===== src/rtl/bin2bcd_seq.sv =====
// Sequential binary-to-BCD converter (shift-add-3) for the display path.
// Optional macro BCD_BLANK_EN adds the leading-zero blank mask output.
module bin2bcd_seq #(
    parameter int WIDTH  = 32,
    parameter int DIGITS = 8
) (
    input  logic                  clk,
    input  logic                  rst_n,
    input  logic                  in_valid,
    output logic                  in_ready,
    input  logic [WIDTH-1:0]      in_data,
    output logic                  out_valid,
    output logic [4*DIGITS-1:0]   bcd,
    output logic                  ovf
`ifdef BCD_BLANK_EN
    ,
    output logic [DIGITS-1:0]     blank
`endif
);

    localparam int INT_DIGITS = WIDTH * 3 / 10 + 1;
    localparam int CW = (WIDTH > 1) ? $clog2(WIDTH) : 1;
    localparam int BW = 4 * INT_DIGITS;

    typedef enum logic [1:0] {
        IDLE,
        SHIFT,
        DONE
    } state_e;

    state_e              state_q, state_d;
    logic [WIDTH-1:0]    bin_sr_q, bin_sr_d;
    logic [BW-1:0]       bcd_sr_q, bcd_sr_d;
    logic [CW-1:0]       cnt_q, cnt_d;
    logic [BW-1:0]       adj;
    logic                load_res;

    logic [4*DIGITS-1:0] bcd_q;
    logic                ovf_q;
    logic                out_valid_q;
    logic [4*DIGITS-1:0] res_bcd;
    logic                res_ovf;

    // Final digits come from the shift register as it will be after the last shift.
    if (DIGITS < INT_DIGITS) begin : g_trunc
        assign res_bcd = bcd_sr_d[4*DIGITS-1:0];
        assign res_ovf = |bcd_sr_d[BW-1:4*DIGITS];
    end else begin : g_wide
        assign res_bcd = (4*DIGITS)'(bcd_sr_d);
        assign res_ovf = 1'b0;
    end

    // Next-state, datapath shifting and result-load strobe.
    always_comb begin
        state_d  = state_q;
        bin_sr_d = bin_sr_q;
        bcd_sr_d = bcd_sr_q;
        cnt_d    = cnt_q;
        load_res = 1'b0;
        adj      = bcd_sr_q;
        for (int i = 0; i < INT_DIGITS; i++) begin
            if (adj[4*i +: 4] >= 4'd5) begin
                adj[4*i +: 4] = adj[4*i +: 4] + 4'd3;
            end
        end
        unique case (state_q)
            IDLE: begin
                if (in_valid) begin
                    bin_sr_d = in_data;
                    bcd_sr_d = '0;
                    cnt_d    = '0;
                    state_d  = SHIFT;
                end
            end
            SHIFT: begin
                {bcd_sr_d, bin_sr_d} = {adj, bin_sr_q} << 1;
                cnt_d = cnt_q + 1'b1;
                if (cnt_q == CW'(WIDTH - 1)) begin
                    cnt_d    = '0;
                    load_res = 1'b1;
                    state_d  = DONE;
                end
            end
            DONE: begin
                state_d = IDLE;
            end
            default: begin
                state_d = IDLE;
            end
        endcase
    end

    // Control state, shift registers and counter.
    always_ff @(posedge clk or negedge rst_n) begin
        if (!rst_n) begin
            state_q  <= IDLE;
            bin_sr_q <= '0;
            bcd_sr_q <= '0;
            cnt_q    <= '0;
        end else begin
            state_q  <= state_d;
            bin_sr_q <= bin_sr_d;
            bcd_sr_q <= bcd_sr_d;
            cnt_q    <= cnt_d;
        end
    end

    // Result registers only move when a conversion completes.
    always_ff @(posedge clk or negedge rst_n) begin
        if (!rst_n) begin
            bcd_q       <= '0;
            ovf_q       <= 1'b0;
            out_valid_q <= 1'b0;
        end else begin
            out_valid_q <= load_res;
            if (load_res) begin
                bcd_q <= res_bcd;
                ovf_q <= res_ovf;
            end
        end
    end

    assign in_ready  = (state_q == IDLE);
    assign out_valid = out_valid_q;
    assign bcd       = bcd_q;
    assign ovf       = ovf_q;

`ifdef BCD_BLANK_EN
    localparam logic [DIGITS-1:0] BLANK_RST = ~(DIGITS'(1));

    logic [DIGITS-1:0] blank_q, blank_d;
    logic              zrun;

    // Digit i blanks when it and every higher digit are zero; digit 0 never blanks.
    always_comb begin
        blank_d = '0;
        zrun    = 1'b1;
        for (int i = DIGITS - 1; i >= 1; i--) begin
            zrun       = zrun & (res_bcd[4*i +: 4] == 4'd0);
            blank_d[i] = zrun & ~res_ovf;
        end
    end

    // Blank mask is registered alongside the digits.
    always_ff @(posedge clk or negedge rst_n) begin
        if (!rst_n) begin
            blank_q <= BLANK_RST;
        end else if (load_res) begin
            blank_q <= blank_d;
        end
    end

    assign blank = blank_q;
`endif

endmodule


===== config.mk =====
export PLATFORM = sky130hd
export DESIGN_NAME = bin2bcd_seq
export DESIGN_NICKNAME = d
export VERILOG_FILES = /design/src/rtl/bin2bcd_seq.sv
export SDC_FILE = /design/constraint.sdc
export NUM_CORES = 1
export LEC_CHECK = 0
export ABC_AREA = 1
export CAP_MARGIN = 20
export CORE_MARGIN = 2
export CORE_UTILIZATION = 25
export DETAILED_ROUTE_END_ITERATION = 7
export PLACE_DENSITY = 0.55
export SYNTH_ARGS = -nofsm -noshare
export SYNTH_HDL_FRONTEND = slang
export SYNTH_SLANG_ARGS = --single-unit

===== constraint.sdc =====
create_clock -name clk -period 1.53 [get_ports clk]
set_input_delay 0.306 -clock clk [delete_from_list [all_inputs] [get_ports clk]]
set_output_delay 0.306 -clock clk [all_outputs]
set_load 0.1 [all_outputs]

# ---- After elaboration in Yosys (flattened, before gate mapping)
# Cells that the tools add are included.
dict set report classes {
  magnitude_cmp 10
  n_eq_ne 4
  reduce_logical 5
  n_mux 22
  addsub 11
}
# cell count
set op_table {}
lappend op_table {{one-hot mux 40 bit (2 select lines)} 1}
lappend op_table {{one-hot mux 32 bit (2 select lines)} 1}
lappend op_table {{greater-or-equal comparator 4 x 3 -> 1 bit (second input constant)} 10}
lappend op_table {{two-way mux 40 bit} 1}
lappend op_table {{adder 4 x 2 -> 4 bit (second input constant)} 9}
lappend op_table {{two-way mux 4 bit} 9}
lappend op_table {{two-way mux 32 bit} 1}
lappend op_table {{two-way mux 5 bit} 2}
lappend op_table {{one-hot mux 5 bit (2 select lines)} 1}
lappend op_table {{OR reduction 8 bit} 1}
lappend op_table {{adder 5 x 1 -> 5 bit (second input constant)} 1}
lappend op_table {{equality test 5 bit (second input constant)} 1}
lappend op_table {{two-way mux 2 bit} 2}
lappend op_table {{inequality test 2 bit (second input constant)} 2}
lappend op_table {{one-hot mux 2 bit (2 select lines)} 1}
lappend op_table {{AND reduction 2 bit} 2}
lappend op_table {{adder 3 x 2 -> 3 bit (second input constant)} 1}
lappend op_table {{two-way mux 3 bit} 1}
lappend op_table {{equality test 2 x 1 -> 1 bit (second input constant)} 1}
lappend op_table {{zero test 2 bit} 1}
lappend op_table {{two-way mux 1 bit} 2}
lappend op_table {{nonzero test 2 bit} 1}
dict set report totals {
  output_inout_bits 35
  in_bits 35
  wordCells 59
  reg_bits 113
}

# ---- Logic depth before layout (Yosys ltp)
dict set report depth {
  ltp_word 4
  ltp_mapped 12
  ltp_nobuf 12
}

# ---- Worst setup path after synthesis
# OpenSTA, ideal clock, no wires.
dict set report synth_path {
  path_type {register to register}
  start {register state_q[0]}
  end {register bin_sr_q[0]}
  t_arrival_ns 2.074
  setup_ns 0.073
  required_ns 1.457
  setup_slack_ns -0.617
  period_less_slack_ns 2.147
  n_path_buf 0
  path_stages_with_launch 3
  cell_sequence {dfrtp_1 > nor2_1 > a32o_1}
}
dict set report synth_via {
  elab_chain_cells 3
  word_cells_on_any_way 6
  classes_between {eq/ne: 2; mux: 1; reduce/logical: 3}
}
# item line_no
set synth_lines {}
lappend synth_lines {{from (decl)} 31} ;# state_e state_q, state_d;
lappend synth_lines {{from (signal assigned)} 101} ;# state_q <= state_d;
lappend synth_lines {{zero test 2 bit *} -}
lappend synth_lines {{named net in_ready} 10} ;# output logic in_ready,
lappend synth_lines {{inequality test 2 bit (no line) or nonzero test 2 bit (tied branches)} -}
lappend synth_lines {{AND reduction 2 bit (no line)} -}
lappend synth_lines {{to (signal assigned)} 102} ;# bin_sr_q <= bin_sr_d;
lappend synth_lines {{to (decl)} 32} ;# logic [WIDTH-1:0] bin_sr_q, bin_sr_d;
# The timed path passes the listed nets; every way through them passes the cells marked *.
# A chain may end at the register's enable or synchronous reset.

# ---- Worst setup path after layout
dict set report layout_path {
  start {register cnt_q[1]}
  end {register ovf_q (netlist: ovf)}
}
dict set report layout_via {
  elab_chain_cells 3
}
# item line_no
set layout_lines {}
lappend layout_lines {{from (decl)} 34} ;# logic [CW-1:0] cnt_q, cnt_d;
lappend layout_lines {{from (signal assigned)} 104} ;# cnt_q <= cnt_d;
lappend layout_lines {{equality test 5 bit} 78} ;# if (cnt_q == CW'(WIDTH - 1)) begin
lappend layout_lines {{two-way mux 1 bit} 78}
lappend layout_lines {{two-way mux 1 bit} 66} ;# unique case (state_q)
lappend layout_lines {{to (signal assigned)} 118} ;# ovf_q <= res_ovf;
lappend layout_lines {{to (decl)} 39} ;# logic ovf_q;
# Every way passes these cells.

==> results.py <==
metrics = {
    "timing": {
        "fmax_ghz": 0.5936,
        "hold_viol": 0,
        "min_period_ns": 1.685,
        "report.final.setup_viol": 35,
        "timing_worst_slew_pin_value_ns": 0.3348,
        "timing_max_transition_violations_final": 0,
        "tcrit_tclk_final": 1.101,
        "finalClockSkew_ns": 0.01180,
        "fin_tns_setup_ns": -4.019,
        "slew-limit-headroom": 0.7745,
        "post-route-worst-setup-slack_ns": -0.1547,
        "setup_repair_after_global_routing_missed_its_margin": "true",
    },
    "synthesis": {
        "synth.top_cells.by_count": "sky130_fd_sc_hd__nand2_1 (185), sky130_fd_sc_hd__dfrtp_1 (113), sky130_fd_sc_hd__a21oi_1 (76)",
        "asyncSetResetFlopFracSynth": 1.000,
        "most_frequently_used_flop_master_after_synthesis": "sky130_fd_sc_hd__dfrtp_1",
        "cells_taking_the_most_area_after_synthesis": "sky130_fd_sc_hd__dfrtp_1 (51%), sky130_fd_sc_hd__nand2_1 (13%), sky130_fd_sc_hd__a21oi_1 (6.9%)",
        "synth_top_cell_area_share": 0.5138,
        "postSynthAreaPerCell_um2": 8.378,
        "yosys.area.top_type": "sky130_fd_sc_hd__dfrtp_1",
        "synth_warnings": 0,
        "syn_area_mm2": 0.005504,
        "synth_enable_flop_cells": 0,
        "synth_cell_types": 31,
        "yosys.cell_count.top_type": "sky130_fd_sc_hd__nand2_1",
        "synth-seq-cells": 113,
        "syn-instance-count": 657,
        "ys_seq_area_frac": 0.5138,
        "number_of_nets_in_the_synthesized_netlist": 714,
    },
    "worst_setup_path": {
        "critPathKind": "reg -> reg",
        "critical_path_fanout_max": 4,
        "timing.critical_path.arrival_ns": 2.03,
        "cp_data_required_time_ns": 1.88,
        "crit_start": "cnt_q[1]$_DFFE_PN0P_",
        "start_kind": "register",
        "timing.rr.start": "cnt_q[1]$_DFFE_PN0P_",
        "timing.critical_path.to_type": "register",
    },
    "place": {
        "port_buffers": 69,
        "dp_hpwl_um": 8985,
        "gp_routability_congestion": 0.7627,
        "post-place-ws_ns": -0.2796,
    },
    "final_layout": {
        "final_layout_size_suffix_gt1_frac": 0.2215,
        "antenna_cells_inserted": 0,
        "design.final.nets": 834,
        "multi_input_area_mm2": 0.002384,
        "seq_area_mm2": 0.002831,
        "area_growth_pct": 47.06,
        "n_fill_cell": 2121,
    },
    "floorplan": {
        "floorplan.io_pins": 70,
        "coreArea_mm2": 0.02169,
        "full_die_area_mm2": 0.02322,
        "start_util": 0.2538,
        "chipHeight_um": 152.4,
        "chipWidth_um": 152.4,
        "placement_rows": 54,
    },
    "pwr": {
        "power.switching_fraction": 0.4277,
        "internal_power_mw": 11.36,
        "switching_power_mw": 8.488,
        "power_frac_comb": 0.505,
        "power.share.clock": 0.225,
        "power_density_mw_per_mm2": 2452,
        "leakagePower_nw": 3.917,
        "ir_worst_vdd_mv": 1.498,
        "seqPwrFrac": 0.270,
    },
    "routing": {
        "drt_pre_antenna_iters": 6,
        "drcViolationCount": 0,
        "drt_wl_total_um": 13480,
        "drt_first_iter_violations": 251,
        "post_drt_wl_per_cell_um": 12.60,
        "detail-route-antenna-nets": 0,
        "detailroute.via_count": 4643,
        "route.detailed.vias_per_inst": 4.339,
    },
    "global_route": {
        "overflow": 0,
        "first_global_vias": 4650,
        "antenna_found_initial": 0,
        "grt_max_degree": 40,
        "grt_pass1_wl_um": 22600,
        "grt_util_all_layers": 0.1202,
    },
    "cts": {
        "tritoncts.num_buffers": 17,
        "root_buffer": "sky130_fd_sc_hd__clkbuf_16",
        "tritoncts": "done",
        "cts_buffer_depth": 2,
        "clk-insertion-delay-late_ns": 0.42,
        "htree_num_levels": 4,
        "clock-sinks": 113,
        "path_clk_slew_ns": 0.05,
    },
    "hold_path": {
        "hold_class": "in -> async",
    },
    "run_status": {
        "violations_in_the_final_reports": "setup timing",
        "outcome": "complete, but fails checks",
    },
    "run": {
        "maxCapViolations": 0,
    },
}
==> placed cells by master (no fill, tap or decap), types with 4 or more instances in the layout <==
master and instances:
sky130_fd_sc_hd__a21oi_1 76, sky130_fd_sc_hd__buf_12 42, sky130_fd_sc_hd__buf_4 48, sky130_fd_sc_hd__bufinv_16 5, sky130_fd_sc_hd__clkbuf_16 17, sky130_fd_sc_hd__clkbuf_8 4, sky130_fd_sc_hd__clkdlybuf4s50_1 33, sky130_fd_sc_hd__dfrtp_1 110
sky130_fd_sc_hd__ha_1 19, sky130_fd_sc_hd__inv_1 55, sky130_fd_sc_hd__inv_2 9, sky130_fd_sc_hd__nand2_1 178, sky130_fd_sc_hd__nand2_2 6, sky130_fd_sc_hd__nand3_1 17, sky130_fd_sc_hd__nand3_2 8, sky130_fd_sc_hd__nand4_1 4
sky130_fd_sc_hd__nor2_1 51, sky130_fd_sc_hd__o21ai_0 38, sky130_fd_sc_hd__o21ai_1 13, sky130_fd_sc_hd__o22ai_2 6, sky130_fd_sc_hd__xor2_1 7
==> critical path, stage by stage (launching register included) <==
cell and delay [ns]:
sky130_fd_sc_hd__dfrtp_1 0.35, sky130_fd_sc_hd__ha_2 0.19, sky130_fd_sc_hd__nand2_2 0.05, sky130_fd_sc_hd__nor2_2 0.09
sky130_fd_sc_hd__ha_2 0.20, sky130_fd_sc_hd__inv_2 0.05, sky130_fd_sc_hd__nor2_4 0.22, sky130_fd_sc_hd__buf_6 0.16
sky130_fd_sc_hd__buf_6 0.10, sky130_fd_sc_hd__or2_4 0.11, sky130_fd_sc_hd__inv_2 0.02, sky130_fd_sc_hd__nor2_1 0.07
==> metal layers <==
layer | GRT usage | vias up | wire length, um
met4 | 0.04717 | 0 | 179
met3 | 0.03584 | 13 | 497
li1 | - | 2369 | -
met2 | 0.1881 | 65 | 6305
met5 | 0 | - | 0
met1 | 0.1563 | 2196 | 6498
==> final timing paths <==
| check | endpoint | slack (ns) | cells after the start |
|---|---|---|---|
| hold / removal | bcd_sr_q[4]$_DFF_PN0_ | 0.31 | 2 |
| setup / recovery | ovf$_DFFE_PN0P_ | -0.15 | 11 |
| max in group asynchronous | bcd[29]$_DFFE_PN0P_ | 0.64 | 3 |
| min in group clk | bin_sr_q[0]$_DFFE_PN0P_ | 0.49 | 1 |
| setup reg to reg | ovf$_DFFE_PN0P_ | -0.15 | 11 |
| hold reg to reg | bin_sr_q[0]$_DFFE_PN0P_ | 0.49 | 1 |
==> cells by family (layout without fill, tap and decap cells) <==
kind of cell,count (synthesis),count (layout),synth area share
AO/OA/AOI/OAI,148,148,0.1525
adder cells (fa/ha/maj),22,22,0.05001
AND/OR/NAND/NOR,273,273,0.1971
XOR/XNOR,8,8,0.01273
buffers and inverters,93,226,0.07388
flip-flops,113,113,0.5138
==> sequential cells by signal (all words and copies together), names as in the netlist <==
signal     count
bcd_sr_q      40
bcd           32
bin_sr_q      32
cnt_q          5
state_q        2
out_valid      1
ovf            1
==> stage by stage <==
step                      hold WS, ns    util  area, um2  cells  total power, mW
after floorplan               0.01041       -       5512    657            11.65
after global placement         0.2093  0.3306       7171   1025            14.96
after detailed placement       0.2123  0.3306       7171   1025            15.08
after CTS                      0.3038  0.3674       7968   1064            19.72
after global routing           0.3436  0.3732       8094   1070            21.29
final                          0.3122  0.3732       8094   1070            19.85
==> power by group through the flow <==
stage | Clock (mW) | Combinational, mW | Sequential (mW)
6_report | 4.47 | 10.0 | 5.36
5_1_grt | 4.71 | 11.0 | 5.54
4_1_cts | 4.57 | 9.78 | 5.37
3_5_place_dp | 0 | 9.70 | 5.37
3_3_place_gp | 0 | 9.56 | 5.40
2_1_floorplan | 0 | 4.41 | 7.24
==> what timing repair did <==
action / 4_1_cts / 5_1_grt
buffers inserted: 6 / 6
setup endpoints to repair: 39 / 50
hold buffers: 1 / 0
pin swaps: 8 / 10
endpoints found under the hold margin: 13 / 0
cloned: 1 / 0
gates resized for setup: 26 / 25
==> final cells by class <==
cell class	instances	area share
multi-input cells	451	0.2945
repair buffers	129	0.1999
clock buffers	23	0.06029
well taps	280	0.04328
clock inverters	9	0.02180
inverters	65	0.03045
flip-flops and latches	113	0.3498
(Power assumes the default switching activity.)
